[src/rtl/alu_seq_pkg.sv]
// Shared definitions for the ALU command sequencer: opcodes, legality check, FSM states.
package alu_seq_pkg;

   localparam int unsigned DEFAULT_DATA_W = 8;

   localparam logic [3:0] OP_ADD = 4'b0000;
   localparam logic [3:0] OP_SUB = 4'b0001;
   localparam logic [3:0] OP_MUL = 4'b0010;
   localparam logic [3:0] OP_DIV = 4'b0011;
   localparam logic [3:0] OP_AND = 4'b1000;
   localparam logic [3:0] OP_OR  = 4'b1001;
   localparam logic [3:0] OP_XOR = 4'b1010;

   typedef enum logic [1:0] {
      ST_IDLE  = 2'd0,
      ST_ISSUE = 2'd1,
      ST_RESP  = 2'd2
   } state_e;

   // True for the seven opcodes the ALU implements.
   function automatic logic is_legal_op(input logic [3:0] op);
      logic legal;
      case (op)
         OP_ADD, OP_SUB, OP_MUL, OP_DIV, OP_AND, OP_OR, OP_XOR: legal = 1'b1;
         default:                                               legal = 1'b0;
      endcase
      return legal;
   endfunction

endpackage

[src/rtl/alu_seq_regfile.sv]
// Operand register file: two asynchronous read ports, one synchronous write port,
// synchronous clear on reset.
module alu_seq_regfile #(
   parameter int unsigned DATA_W  = 8,
   parameter int unsigned REG_NUM = 4,
   localparam int unsigned IDX_W  = $clog2(REG_NUM)
) (
   input  logic              clk_i,
   input  logic              reset_i,
   input  logic [IDX_W-1:0]  rd_a_idx_i,
   input  logic [IDX_W-1:0]  rd_b_idx_i,
   output logic [DATA_W-1:0] rd_a_data_o,
   output logic [DATA_W-1:0] rd_b_data_o,
   input  logic              wr_en_i,
   input  logic [IDX_W-1:0]  wr_idx_i,
   input  logic [DATA_W-1:0] wr_data_i
);

   logic [DATA_W-1:0] mem_q [REG_NUM];

   // Storage update: reset clears every entry and overrides any pending write.
   always_ff @(posedge clk_i) begin
      if (reset_i) begin
         for (int i = 0; i < REG_NUM; i++) begin
            mem_q[i] <= '0;
         end
      end else if (wr_en_i) begin
         mem_q[wr_idx_i] <= wr_data_i;
      end
   end

   // Combinational read ports.
   always_comb begin
      rd_a_data_o = mem_q[rd_a_idx_i];
      rd_b_data_o = mem_q[rd_b_idx_i];
   end

endmodule

[src/rtl/alu_op_sequencer.sv]
// Command-side driver for the external 8-bit combinational ALU. Fetches operands,
// drives the ALU inputs for one cycle, writes the result back and returns it on a
// valid/ready response.
// Build option: define ALU_DIV_ZERO_CHECK_EN to reject DIV by zero (rspData all-ones,
// rspError set, no write) instead of issuing it to the ALU.
module alu_op_sequencer
   import alu_seq_pkg::*;
#(
   parameter int unsigned DATA_W  = DEFAULT_DATA_W,
   parameter int unsigned REG_NUM = 4,
   localparam int unsigned IDX_W  = $clog2(REG_NUM)
) (
   input  logic              clk,
   input  logic              reset,
   // Command
   input  logic              cmdValid,
   output logic              cmdReady,
   input  logic [3:0]        cmdOp,
   input  logic [IDX_W-1:0]  cmdDst,
   input  logic [IDX_W-1:0]  cmdSrcA,
   input  logic [IDX_W-1:0]  cmdSrcB,
   input  logic              cmdUseImm,
   input  logic [DATA_W-1:0] cmdImm,
   // ALU interface
   output logic [DATA_W-1:0] firstInput,
   output logic [DATA_W-1:0] secondInput,
   output logic [3:0]        operation,
   input  logic [DATA_W-1:0] ALU_Out,
   input  logic              CarryOut,
   // Response
   output logic              rspValid,
   input  logic              rspReady,
   output logic [DATA_W-1:0] rspData,
   output logic              rspCarry,
   output logic              rspError
);

   state_e            state_q;
   logic [IDX_W-1:0]  dst_q;
   logic [DATA_W-1:0] first_q;
   logic [DATA_W-1:0] second_q;
   logic [3:0]        op_q;
   logic              rsp_valid_q;
   logic [DATA_W-1:0] rsp_data_q;
   logic              rsp_carry_q;
   logic              rsp_error_q;

   logic [DATA_W-1:0] rf_a_data;
   logic [DATA_W-1:0] rf_b_data;
   logic [DATA_W-1:0] operand_b;
   logic              rf_we;
   logic              div_reject;

   alu_seq_regfile #(
      .DATA_W  (DATA_W),
      .REG_NUM (REG_NUM)
   ) u_regfile (
      .clk_i       (clk),
      .reset_i     (reset),
      .rd_a_idx_i  (cmdSrcA),
      .rd_b_idx_i  (cmdSrcB),
      .rd_a_data_o (rf_a_data),
      .rd_b_data_o (rf_b_data),
      .wr_en_i     (rf_we),
      .wr_idx_i    (dst_q),
      .wr_data_i   (ALU_Out)
   );

   // Operand selection and write-back enable; the ALU result is valid throughout ISSUE.
   always_comb begin
      operand_b = cmdUseImm ? cmdImm : rf_b_data;
      rf_we     = (state_q == ST_ISSUE);
`ifdef ALU_DIV_ZERO_CHECK_EN
      div_reject = (cmdOp == OP_DIV) && (operand_b == '0);
`else
      div_reject = 1'b0;
`endif
   end

   // Sequencer FSM with registered ALU and response outputs.
   always_ff @(posedge clk) begin
      if (reset) begin
         state_q     <= ST_IDLE;
         dst_q       <= '0;
         first_q     <= '0;
         second_q    <= '0;
         op_q        <= '0;
         rsp_valid_q <= 1'b0;
         rsp_data_q  <= '0;
         rsp_carry_q <= 1'b0;
         rsp_error_q <= 1'b0;
      end else begin
         unique case (state_q)
            ST_IDLE: begin
               if (cmdValid) begin
                  if (!is_legal_op(cmdOp)) begin
                     // Rejected: ALU ports keep their previous values.
                     rsp_valid_q <= 1'b1;
                     rsp_data_q  <= '0;
                     rsp_carry_q <= 1'b0;
                     rsp_error_q <= 1'b1;
                     state_q     <= ST_RESP;
                  end else if (div_reject) begin
                     rsp_valid_q <= 1'b1;
                     rsp_data_q  <= '1;
                     rsp_carry_q <= 1'b0;
                     rsp_error_q <= 1'b1;
                     state_q     <= ST_RESP;
                  end else begin
                     // Operands sampled here, so Dst==Src sees the old value.
                     first_q  <= rf_a_data;
                     second_q <= operand_b;
                     op_q     <= cmdOp;
                     dst_q    <= cmdDst;
                     state_q  <= ST_ISSUE;
                  end
               end
            end
            ST_ISSUE: begin
               rsp_valid_q <= 1'b1;
               rsp_data_q  <= ALU_Out;
               rsp_carry_q <= CarryOut;
               rsp_error_q <= 1'b0;
               state_q     <= ST_RESP;
            end
            ST_RESP: begin
               if (rspReady) begin
                  rsp_valid_q <= 1'b0;
                  state_q     <= ST_IDLE;
               end
            end
            default: state_q <= ST_IDLE;
         endcase
      end
   end

   // Output drive.
   always_comb begin
      cmdReady    = (state_q == ST_IDLE);
      firstInput  = first_q;
      secondInput = second_q;
      operation   = op_q;
      rspValid    = rsp_valid_q;
      rspData     = rsp_data_q;
      rspCarry    = rsp_carry_q;
      rspError    = rsp_error_q;
   end

endmodule

[config.mk]
export PLATFORM = sky130hd
export DESIGN_NAME = alu_op_sequencer
export DESIGN_NICKNAME = d
export VERILOG_FILES = /design/src/rtl/alu_seq_pkg.sv /design/src/rtl/alu_seq_regfile.sv /design/src/rtl/alu_op_sequencer.sv
export SDC_FILE = /design/constraint.sdc
export NUM_CORES = 1
export LEC_CHECK = 0
export CAP_MARGIN = 0
export CORE_ASPECT_RATIO = 1.75
export CORE_MARGIN = 8
export CORE_UTILIZATION = 30
export DETAILED_ROUTE_END_ITERATION = 10
export DONT_BUFFER_PORTS = 1
export HOLD_SLACK_MARGIN = 0.12
export PLACE_DENSITY = 0.52
export SLEW_MARGIN = 20
export SYNTH_ARGS = -nofsm -noshare
export SYNTH_HDL_FRONTEND = slang
export SYNTH_HIERARCHICAL = 1
export SYNTH_SLANG_ARGS = --single-unit
[constraint.sdc]
create_clock -name clk -period 2.2 [get_ports clk]
set_input_delay 0.33 -clock clk [delete_from_list [all_inputs] [get_ports clk]]
set_output_delay 0.33 -clock clk [all_outputs]
set_load 0.01 [all_outputs]
==> run metrics, run 1 <==
RSZ-0062 raised after global routing no; grt total ovfl 0; synth-to-layout area growth 14.6%; RePlAce Congestion ~0.74; register bit total from synthesis 67; largest net degree at the start of global routing 36; Slew @ Worst Pin roughly 0.73 ns; Hold WS approximately 0.13 ns; met3 routed WL 524 microns; Cells after Synth 253; top-area cell type share of the netlist area 0.303; Clk Tree Root Cell clkbuf_16; CP max FO 11; hold crit path type in2reg; Routed wire per std cell just over 20 microns; initial antenna violation count 0; Slew Limit Fails 0; Rows 49; R2R Setup Slk about 0.28 ns; die area 0.0143 sq mm; first-pass GRT wire length ~12 mm; Power Dens Cells roughly 870 mW/mm^2; Antenna Cells 0; Leak Pwr around 1.3 nW; Mapped Nets 285; final setup skew 0.00721 ns; DR vias between 1,500 and 2,000; share of layout cells above drive strength 1 0.298; metal2 WL around 4.5 mm; final setup TNS 0 ns; outcome complete, no violations; Final Cycle Share 0.873; CP endpoint kind flip-flop; crit path DAT 2.20 ns; type of origin of the critical path flip-flop; clk sinks 67; MaxCap Viol Count 0; drt initial violations ~110; Clk Latency, worst-skew pair around 0.33 ns; slew margin rel. 0.515; IO Pins between 60 and 70; DR top layer met4; H-tree levels 3; Top FF cell, synth dfxtp_1; dominant cells by area after synthesis edfxtp_1, dfxtp_1, mux4_2; post-layout net count roughly 290; YS warnings 6; worst r2r src state_q[0]; CP startpoint state_q[0]; post-synth top area cell edfxtp_1; antenna viol nets, final 0; M1 WL around 2.6 mm; TritonCTS clock tree done; gr usage total 0.113; vias in the first global route around 2,000; setup ws final between 0.2 and 0.3 ns; Final min period about 1.9 ns; fin util 0.353; Hold Fails Final Rpt 0; CTS max path bufs 2; Synth async-reset ratio 0; type of the worst setup path reg2reg; Final setup viols 0; fmax roughly 520 MHz; Post-CTS Repair Setup Buffers 0; drt pass-1 iters 4; non-filler cells, final ~390; post-synth cell types 32; chip height 152 microns; beginning of the worst hold path ALU_Out[1]; placed insts around 370; WP data required around 2.5 ns; Core Area 0.0103 sq mm; CTS Buf Count 9; Post-synth EDFFs 32; count of input and output buffers 0; Synth Cell Area 0.00317 sq mm; HPWL Detailed roughly 6.0 mm; routed wire length 7.84 mm; syn avg cell area roughly 13 sq um; Avg Vias per Cell between 5 and 6; part of the Yosys area used for sequential elements 0.524; DRC viols 0; die width 93.7 microns; Starting Density 0.308; clk slew on worst S/H paths ~0.060 ns; Placement Setup Slack between 0.5 and 0.6 ns; VDD IR-drop max between 0.4 and 0.5 mV
-- area by class of cell --
type / count / area (sq um)
fillers: 1033 / 6670
flip-flops and latches: 67 / 1660
multi-input cells: 165 / 1410
clock buffers: 11 / 264
well taps: 127 / 159
repair buffers: 9 / 82.6
clock inverters: 5 / 58.8
inverters: 1 / 3.75
-- flip-flops by register name, indices dropped and copies added (netlist names) --
name and cells:
operation 4, rspData 8, rspCarry 1, u_regfile/mem_q 32, firstInput 8, secondInput 8, rspError 1, state_q 2
dst_q 2, rspValid 1
-- metal layers --
layer | track usage | vias to the layer above
met5 | 0 | -
met4 | 0.0776 | 0
met3 | 0.0340 | 12
met2 | 0.206 | 43
met1 | 0.101 | 1001
li1 | - | 943
-- cells in the mapped netlist, types with 3 or more instances --
cell / n
and2_1: 25
dfxtp_1: 35
and2_2: 8
edfxtp_1: 32
mux2i_1: 8
nand2_1: 11
a21bo_2: 13
a211oi_2: 8
o21bai_1: 3
nand3_1: 13
a21oi_1: 33
clkbuf_1: 7
mux4_2: 16
buf_2: 7
o21ai_0: 9
-- cell usage in the layout (no fill, tap or decap), types with 2 or more instances in the layout --
master | Yosys | final
a211oi_2 | 8 | 8
a21bo_2 | 13 | 13
a21oi_1 | 33 | 33
a31o_2 | 2 | 2
and2_1 | 25 | 25
and2_2 | 8 | 8
and4bb_4 | 2 | 2
buf_4 | 1 | 7
clkbuf_16 | 0 | 10
clkinvlp_4 | 0 | 2
dfxtp_1 | 35 | 35
edfxtp_1 | 32 | 32
mux2i_1 | 8 | 8
mux4_2 | 16 | 16
nand2_1 | 11 | 11
nand2b_1 | 2 | 2
nand3_1 | 13 | 13
nor2_1 | 2 | 2
nor3_1 | 2 | 2
o21ai_0 | 9 | 9
o21bai_1 | 3 | 3
-- stage by stage --
| step | total power, mW | area, sq um |
|---|---|---|
| 2_1_floorplan | 1.64 | 3170 |
| 3_3_place_gp | 1.67 | 3280 |
| 3_5_place_dp | 1.67 | 3280 |
| 4_1_cts | 3.21 | 3630 |
| 5_1_grt | 3.28 | 3630 |
| 6_report | 3.17 | 3630 |
-- worst paths after layout --
kind | to | cells past startpoint
min reg2reg | rspValid | 2
min | rspData[1] | 2
max reg2reg | rspData[0] | 4
max | rspData[0] | 4
-- critical path, cell delays in order (launching register included) --
cell,delay [ns]
dfxtp_1,0.38
o21bai_1,0.62
o21ai_0,0.16
a21oi_1,0.17
dlygate4sd3_1,0.55
-- where the power goes --
group          leakage [nW]  switching, mW  internal (mW)  total (mW)
registers             0.616         0.0544           1.36        1.42
clock network         0.153          0.534          0.976        1.51
logic                 0.486          0.122          0.119       0.241
-- cell families after synthesis --
logic type	share of synthesized area
and+or+nand+nor	0.140
AOI/OAI and AO/OA	0.163
muxes	0.139
buffers and inverters	0.0343
DFF	0.524
-- what timing repair did --
| action | 4_1_cts | 5_1_grt |
|---|---|---|
| resized for setup | 0 | 0 |
| endpoints found under the hold margin | 35 | 0 |
| setup endpoints to repair | 0 | 0 |
| hold buffers | 2 | 0 |
Note: power is estimated with default switching activity, not from simulation.
==> run 2, diff against run 1 <==
--- a/config.mk
+++ b/config.mk
@@ -6,13 +6,13 @@
 export NUM_CORES = 1
 export LEC_CHECK = 0
 export CAP_MARGIN = 0
-export CORE_ASPECT_RATIO = 1.75
 export CORE_MARGIN = 8
-export CORE_UTILIZATION = 30
+export CORE_UTILIZATION = 63
 export DETAILED_ROUTE_END_ITERATION = 10
 export DONT_BUFFER_PORTS = 1
+export GPL_TIMING_DRIVEN = 0
 export HOLD_SLACK_MARGIN = 0.12
-export PLACE_DENSITY = 0.52
+export PLACE_DENSITY = 0.87
 export SLEW_MARGIN = 20
 export SYNTH_ARGS = -nofsm -noshare
 export SYNTH_HDL_FRONTEND = slang
==> run 2 against run 1 <==
Compared with the run above:
- maximum frequency grew 0.32%
- critical path depth stayed put
- highest routed layer unchanged
- combinational power is 15% higher
- register-to-register slack hardly changed
- worst setup slack gained 0.0062 ns
- critical endpoint is now u_regfile/mem_q[0][5]
- critical path type unchanged
- clock skew is 0.0013 ns lower
- sequential power about the same
- global-route usage grew 7.2 points
- cell count shrank 9.1%
- die area down 47%
==> run metrics, run 2 (synthesis gave the netlist of run 1 again) <==
antenna viol nets, final 0 (unchanged); VDD IR-drop max 0.552 mV (+15%); Slew @ Worst Pin 0.557 ns (-0.168 ns); commonest cells after routing, fill and taps aside dfxtp_1, a21oi_1, edfxtp_1; HPWL Detailed 4.85 mm (-19%); outcome complete, no violations; Routed wire per std cell 18.8 microns (-7.8%); non-filler cells, final 350 (-9.1%); clk slew on worst S/H paths 0.07 ns (about the same); die area 0.00756 sq mm (-47%); chip height 87.0 microns (-43%); fmax 522 MHz (+0.32%); R2R Setup Slk 0.29 ns (about the same); Hold WS 0.143 ns (+0.0147 ns); DR vias 2,074 (+3.8%); Rows 26 (-47%); Critical Path Stages 4 (unchanged); Final min period 1.91 ns (-0.00621 ns); Reg with most FFs u_regfile/mem_q; drt pass-1 iters 4 (unchanged); worst-case reg-to-reg path depth 4 (unchanged); first-pass GRT wire length 10.6 mm (-12%); type of origin of the critical path flip-flop; Hold Fails Final Rpt 0 (unchanged); CTS max path bufs 2 (unchanged); routed wire length 6.57 mm (-16%); largest net degree at the start of global routing 17 (-53%); TritonCTS clock tree done; Core Area 0.00498 sq mm (-52%); slowest cell delay on critical path 0.52 ns (-0.10 ns); synth-to-layout area growth 12.5%; overall power 2.68 mW (-15%); worst r2r src state_q[0]; die width 87.0 microns (-7.2%); IO Pins 64 (unchanged); Final setup viols 0 (unchanged); Largest register FFs 32 (unchanged); WP data required 2.20 ns (-0.28 ns); post-layout net count 307 (+7.7%); Final Cycle Share 0.870 (-0.00282); slew margin rel. 0.629 (+0.113); vias in the first global route 2,150 (+7.1%); Post-CTS Repair Setup Buffers 0 (unchanged); Reg-to-Reg End u_regfile/mem_q[0][5]; Power Dens Cells 751 mW/mm^2 (-14%); placed insts 323 (-12%); MaxCap Viol Count 0 (unchanged); H-tree levels 3 (unchanged); Slew Limit Fails 0 (unchanged); drt initial violations 137 (+23%); count of input and output buffers 0 (unchanged); Starting Density 0.638 (+0.329); slowest CP cell dfxtp_1; most common cell after layout, fill and taps aside dfxtp_1; Top delay family on crit path flip-flops; RSZ-0062 raised after global routing no; filler instances 330 (-68%); Leak Pwr 1.26 nW (+0.67%); clk sinks 67 (unchanged); type of the worst setup path reg2reg; CTS Buf Count 9 (unchanged); CP endpoint kind flip-flop; Clk Latency, worst-skew pair 0.34 ns (about the same); Clk Tree Root Cell clkbuf_8; Setup crit end u_regfile/mem_q[0][5]; Avg Vias per Cell 5.93 (+14%); grt total ovfl 0 (unchanged); CP startpoint state_q[0]; share of layout cells above drive strength 1 0.293 (-0.00559); final setup skew 0.00589 ns (-0.00132 ns); CP max FO 16 (+5); initial antenna violation count 0 (unchanged); CP Cell Sequence nor2b_1 -> buf_2 -> nand2b_1 -> o21bai_2; hold crit path type in2reg; crit path DAT 1.92 ns (-0.28 ns); DRC viols 0 (unchanged); gr usage total 0.185 (+0.0716); Antenna Cells 0 (unchanged); RePlAce Congestion 0.741 (-0.40%); final setup TNS 0 ns (unchanged); Buf+Inv Stages, Crit Path 1 (unchanged)
## run 2: where the power goes
group / switching (mW) / internal [mW]
Clock: 0.472 / 0.518
Combinational: 0.143 / 0.133
Sequential: 0.0527 / 1.36
## run 2: area by class of cell
class,count,area (sq um),area share
Sequential cell,67,1660,0.465
Multi-Input combinational cell,165,1410,0.395
Clock buffer,9,124,0.0347
Timing Repair Buffer,11,110,0.0308
Buffer,20,105,0.0294
Tap cell,70,87.6,0.0245
Clock inverter,7,68.8,0.0193
Inverter,1,3.75,0.00105
## run 2: routing by layer
layer  track usage  part of all wire  routed length [microns]  vias up
met5             0                 0                        0        -
met4        0.0642             0.012                       78        0
met3        0.0896              0.11                      742        7
met2         0.307              0.50                     3270       79
met1         0.201              0.38                     2480     1000
li1              -                 -                        -      988
## run 2: worst min path at each step
stage / from / end / slack (ns) / cells after the start
after floorplan: CarryOut / rspCarry / 0.47 / 2
after global placement: ALU_Out[1] / rspData[1] / 0.47 / 2
after detailed placement: ALU_Out[7] / rspData[7] / 0.47 / 2
after CTS: cmdDst[0] / dst_q[0] / 0.12 / 2
after global routing: cmdDst[0] / dst_q[0] / 0.14 / 2
final: cmdDst[0] / dst_q[0] / 0.14 / 2
## run 2: what timing repair did
item | CTS | global route
setup endpoints to repair | 0 | 16
endpoints found under the hold margin | 11 | 0
resized for setup | 0 | 2
hold buffers | 11 | 0
## run 2: worst register-to-register path: stages (launching register included)
cell and delay, ns:
dfxtp_1 0.52, nor2b_1 0.21, buf_2 0.31, nand2b_1 0.17, o21bai_2 0.37
## run 2: stage by stage
stage,area [sq um],setup WS (ns),util
2_1_floorplan,3170,0.459,-
3_3_place_gp,3260,0.172,0.655
3_5_place_dp,3260,0.124,0.655
4_1_cts,3560,0.0993,0.716
5_1_grt,3570,0.140,0.717
6_report,3570,0.286,0.717
==> run 3, diff against run 2 <==
--- a/config.mk
+++ b/config.mk
@@ -8,6 +8,7 @@
 export CAP_MARGIN = 0
 export CORE_MARGIN = 8
 export CORE_UTILIZATION = 63
+export CTS_CLUSTER_DIAMETER = 150
 export DETAILED_ROUTE_END_ITERATION = 10
 export DONT_BUFFER_PORTS = 1
 export GPL_TIMING_DRIVEN = 0
==> results of run 3 <==
Same layout as run 2: the final DEF is identical, and so are final timing and power.
